===== src/rtl/fast_round_robin_arbiter.sv =====
// -----------------------------------------------------------------------------
// fast_round_robin_arbiter
//
// Purpose:
//   Combinational round-robin arbiter. A priority pointer P selects the
//   highest-priority channel; the grant is the first active request found
//   searching upward from P with wrap-around. The search is done with two
//   parallel priority encoders (masked to indices >= P, and unmasked); the
//   masked result wins whenever any masked request exists. Grant has zero
//   cycle latency and is not registered.
//
// Parameters:
//   SIZE            - number of request/grant channels (>= 2)
//   ROTATE_ON_GRANT - 0: P advances by one every clock
//                     1: P moves to (granted index + 1) on a grant, holds
//                        otherwise
//
// Ports:
//   clock    in   clock, rising-edge
//   resetn   in   synchronous active-low reset (P <- 0)
//   requests in   [SIZE-1:0] request vector, bit i = channel i requests
//   grant    out  [SIZE-1:0] one-hot grant, zero when no requests
//
// Optional build macro:
//   FAST_ROUND_ROBIN_ARBITER_ASSERTIONS_EN - compiles in one-hot / subset /
//   liveness checks on grant while out of reset.
// -----------------------------------------------------------------------------
module fast_round_robin_arbiter #(
  parameter int SIZE            = 4,
  parameter int ROTATE_ON_GRANT = 0
) (
  input  logic            clock,
  input  logic            resetn,
  input  logic [SIZE-1:0] requests,
  output logic [SIZE-1:0] grant
);

  localparam int PTR_W = $clog2(SIZE);
  localparam logic [PTR_W-1:0] LAST_IDX = PTR_W'(SIZE - 1);
  localparam logic [SIZE-1:0]  ONE_VEC  = {{(SIZE-1){1'b0}}, 1'b1};

  logic [PTR_W-1:0] ptr_q, ptr_d;
  logic [SIZE-1:0]  mask;
  logic [SIZE-1:0]  masked_req;
  logic [SIZE-1:0]  masked_gnt;
  logic [SIZE-1:0]  plain_gnt;
  logic [PTR_W-1:0] gnt_idx;

  // Increment modulo SIZE; explicit wrap so non-power-of-two sizes work.
  function automatic logic [PTR_W-1:0] wrap_inc(input logic [PTR_W-1:0] v);
    return (v == LAST_IDX) ? '0 : v + PTR_W'(1);
  endfunction

  // Thermometer mask: bit i set for i >= P.
  always_comb begin
    mask = '0;
    for (int i = 0; i < SIZE; i++) begin
      mask[i] = (PTR_W'(i) >= ptr_q);
    end
  end

  assign masked_req = requests & mask;

  // x & -x isolates the lowest set bit: a flat priority encoder with no loop.
  assign masked_gnt = masked_req & (~masked_req + ONE_VEC);
  assign plain_gnt  = requests   & (~requests   + ONE_VEC);

  assign grant = (|masked_req) ? masked_gnt : plain_gnt;

  // One-hot to index of the granted channel (grant is at most one-hot).
  always_comb begin
    gnt_idx = '0;
    for (int i = 0; i < SIZE; i++) begin
      if (grant[i]) gnt_idx = gnt_idx | PTR_W'(i);
    end
  end

  always_comb begin
    ptr_d = ptr_q;
    if (ROTATE_ON_GRANT == 0) begin
      ptr_d = wrap_inc(ptr_q);
    end else if (|grant) begin
      ptr_d = wrap_inc(gnt_idx);
    end
  end

  always_ff @(posedge clock) begin
    if (!resetn) ptr_q <= '0;
    else         ptr_q <= ptr_d;
  end

`ifdef FAST_ROUND_ROBIN_ARBITER_ASSERTIONS_EN
  always_ff @(posedge clock) begin
    if (resetn) begin
      if ($countones(grant) > 1)
        $error("%0t: grant not one-hot: requests=%b grant=%b", $time, requests, grant);
      if ((grant & ~requests) != '0)
        $error("%0t: grant without request: requests=%b grant=%b", $time, requests, grant);
      if ((requests != '0) && ($countones(grant) != 1))
        $error("%0t: requests pending but no single grant: requests=%b grant=%b",
               $time, requests, grant);
    end
  end
`else
`endif

endmodule


===== config.mk =====
export PLATFORM = sky130hd
export DESIGN_NAME = fast_round_robin_arbiter
export DESIGN_NICKNAME = d
export VERILOG_FILES = /design/src/rtl/fast_round_robin_arbiter.sv
export SDC_FILE = /design/constraint.sdc
export NUM_CORES = 1
export LEC_CHECK = 0
export CAP_MARGIN = 10
export CELL_PAD_IN_SITES_DETAIL_PLACEMENT = 2
export CELL_PAD_IN_SITES_GLOBAL_PLACEMENT = 2
export CORE_AREA = 2 2 39 41
export DETAILED_ROUTE_END_ITERATION = 16
export DIE_AREA = 0 0 41 43
export DONT_BUFFER_PORTS = 1
export PLACE_DENSITY = 0.5
export SKIP_LAST_GASP = 1
export SYNTH_ARGS = -nofsm -noshare
export SYNTH_HDL_FRONTEND = slang
export SYNTH_SLANG_ARGS = --single-unit

===== constraint.sdc =====
create_clock -name clock -period 1 [get_ports clock]
set_input_delay 0.15 -clock clock [delete_from_list [all_inputs] [get_ports clock]]
set_output_delay 0.15 -clock clock [all_outputs]
set_load 0.1 [all_outputs]

==> summary.md, run 1 <==
| Metric | Value |
|---|---|
| Reg2Reg Launch Point | ptr_q[0] |
| Worst min path class | primary input to flip-flop |
| Post-CTS Hold Buffers | 0 |
| Vias | 195 |
| Routability-driven placement congestion ratio | 0.541 |
| # DRC | 0 |
| Net Count, Synth | 29 |
| Vias/cell | 4.15 |
| R2R Setup Slk | 0.07 ns |
| Overall Global Routing Usage | 8.21% |
| Most common cell after layout, fill and taps aside | buf_12 |
| Row cnt | 14 |
| Post-route cell area | 412 um2 |
| Port Buf Inserts | 0 |
| Clock buffer depth | 2 |
| Reg2reg end | ptr_q[1] |
| Clock sinks | 2 |
| Cell variety after synth | 13 |
| Inserted Clock Buffers | 3 |
| Antenna cells | 0 |
| Number of max-cap violations | 0 |
| Crit path time final | 1.49 ns |
| Pwr/cell area | 1700 nW/um2 |
| Cell count of the worst reg-to-reg path | 3 |
| Post-Syn Area | 184 um2 |
| H-tree depth | 1 |
| Die footprint | 1760 um2 |
| WHS Endpoint | ptr_q[0] |
| CORE AREA | 1380 um2 |
| Clk_skew | 0.00665 ns |
| Min Hold Slack | 0.0854 ns |
| Final setup viols | 4 |
| Initial antenna violation count | 0 |
| Most flop-heavy register | ptr_q |
| Slew Limit Fails | 0 |
| Pre-Repair DR Iteration Count | 1 |
| Failing checks | negative setup slack |
| Crit start category | flip-flop |
| Max FO, Critical Path | 4 |
| Initial Util | 13.3% |
| Pin count of the biggest net entering global routing | 5 |
| Worst slew margin | 85.3% |
| Status | complete, but fails checks |
| Pleak | 0.164 nW |
| Grt ovf | 0 |
| Placed Instance Area | 363 um2 |
| First-pass GRT wire length | 917 um |
| Final wirelength | 585 um |
| Crit path kind | flip-flop to primary output |
| Worst skew pair latency | 0.23 ns |
| Worst EP arrival | 1.34 ns |
| Syn Area/Cell | 9.20 um2 |
| Die width | 41 um |
| Crit share post-route | 149% |
| Layout cells sized above 1 | 83.9% |
| Worst hold start | resetn |
| CP Capture Type | primary output |
| DR WL/cell | 12.4 um |
| Post-synthesis cell count | 20 |
| Post-synthesis register bit count | 2 |
| CTS clock-pin slew for the worst setup and hold paths | 0.03 ns |
| Area delta synth->final | 124% |
| Layout Utilization | 29.7% |
| Place WS | -0.307 ns |
| Max reg flops | 2 |
| IO Pins | 10 |
| Worst-margin pin slew | 0.218 ns |
| Vias in the first global route | 233 |
| Most frequent cells in the layout | buf_12, clkbuf_4, buf_4 |
| RSZ-0062 raised after global routing | yes |
| Part of the Yosys area used for sequential elements | 21.8% |
| Fmax | 673 MHz |
| VDD IR max | 0.521 mV |
| Yosys warnings | 0 |
| Hold path depth | 1 |
| Die Span Y | 43 um |
| Routed Antenna Nets | 0 |
| Setup WS post-layout | -0.486 ns |
| Hold Violations, Final | 0 |
| CTS tree | built |
| Biggest regs | ptr_q (2) |
| Layout net count | 41 |
| Required time worst endpoint | 0.85 ns |
| CTS Root Cell | clkbuf_4 |
| Initial DRC Count | 0 |
[repair_timing]
action / CTS / global route
pin swaps: 1 / 2
gates resized for setup: 5 / 2
setup buffers: 0 / 0
setup endpoints to repair: 4 / 4
gates cloned: 0 / 0
[final cells by class]
class,instances,area [um2]
Inverter,2,10.0
Timing Repair Buffer,7,103
Sequential cell,2,45.0
Clock buffer,4,26.3
Multi-Input combinational cell,16,208
Fill cell,156,972
Tap cell,16,20.0
[critical path, cell delays in order (launching register included)]
cell	delay, ns
dfxtp_4	0.36
buf_4	0.16
nor2b_4	0.15
nor3_2	0.06
o21a_4	0.22
buf_12	0.16
[cell usage after synthesis]
library cell,number,area [um2]
a21oi_2,1,8.76
nor2b_4,1,13.8
ha_1,3,37.5
o21a_1,1,7.51
nor3_1,1,5.00
and3_1,2,12.5
dfxtp_1,2,40.0
inv_1,2,7.51
o31ai_1,1,7.51
o21ai_0,2,10.0
nor3b_1,1,7.51
nor2b_2,1,8.76
and3b_1,2,17.5
[per-stage QoR]
stage,power (mW),instances,TNS (ns)
2_1_floorplan,0.350,20,-0.916
3_3_place_gp,0.466,43,-0.896
3_5_place_dp,0.479,43,-1.03
4_1_cts,0.710,47,-1.94
5_1_grt,0.757,47,-2.10
6_report,0.701,47,-1.87
[worst max-delay path by stage]
stage	slack, ns	cells past startpoint	endpoint	start
after detailed placement	-0.31	5	grant[1]	ptr_q[0]
after global routing	-0.53	5	grant[0]	ptr_q[1]
after CTS	-0.50	5	grant[1]	ptr_q[1]
final	-0.49	5	grant[0]	ptr_q[1]
after floorplan	-0.26	4	grant[3]	ptr_q[1]
after global placement	-0.23	5	grant[3]	ptr_q[0]
[cell families after synthesis]
group / share of synthesized area [%]
flip-flops: 21.8
AND/OR/NAND/NOR: 35.4
buffers and inverters: 4.08
AO/OA/AOI/OAI: 18.4
adder cells (fa/ha/maj): 20.4
[metal layers]
metal	up-vias	track usage [%]	routed length, um
met5	-	0	0
met1	93	5.10	145
met4	0	6.00	0
met3	0	3.14	65
met2	9	15.9	374
li1	93	-	-
[report_power, final]
| part | switching (mW) | total, mW | internal [mW] |
|---|---|---|---|
| Clock | 0.0493 | 0.198 | 0.148 |
| Sequential | 0.0187 | 0.113 | 0.0944 |
| Combinational | 0.218 | 0.391 | 0.172 |
(Power assumes the default switching activity.)
==> inputs of run 2 (changes only) <==
--- a/config.mk
+++ b/config.mk
@@ -9,6 +9,7 @@
 export CELL_PAD_IN_SITES_DETAIL_PLACEMENT = 2
 export CELL_PAD_IN_SITES_GLOBAL_PLACEMENT = 2
 export CORE_AREA = 2 2 39 41
+export CTS_CLUSTER_SIZE = 8
 export DETAILED_ROUTE_END_ITERATION = 16
 export DIE_AREA = 0 0 41 43
 export DONT_BUFFER_PORTS = 1
==> results of run 2 <==
Same layout as run 1: the final DEF is identical, and so are final timing and power.
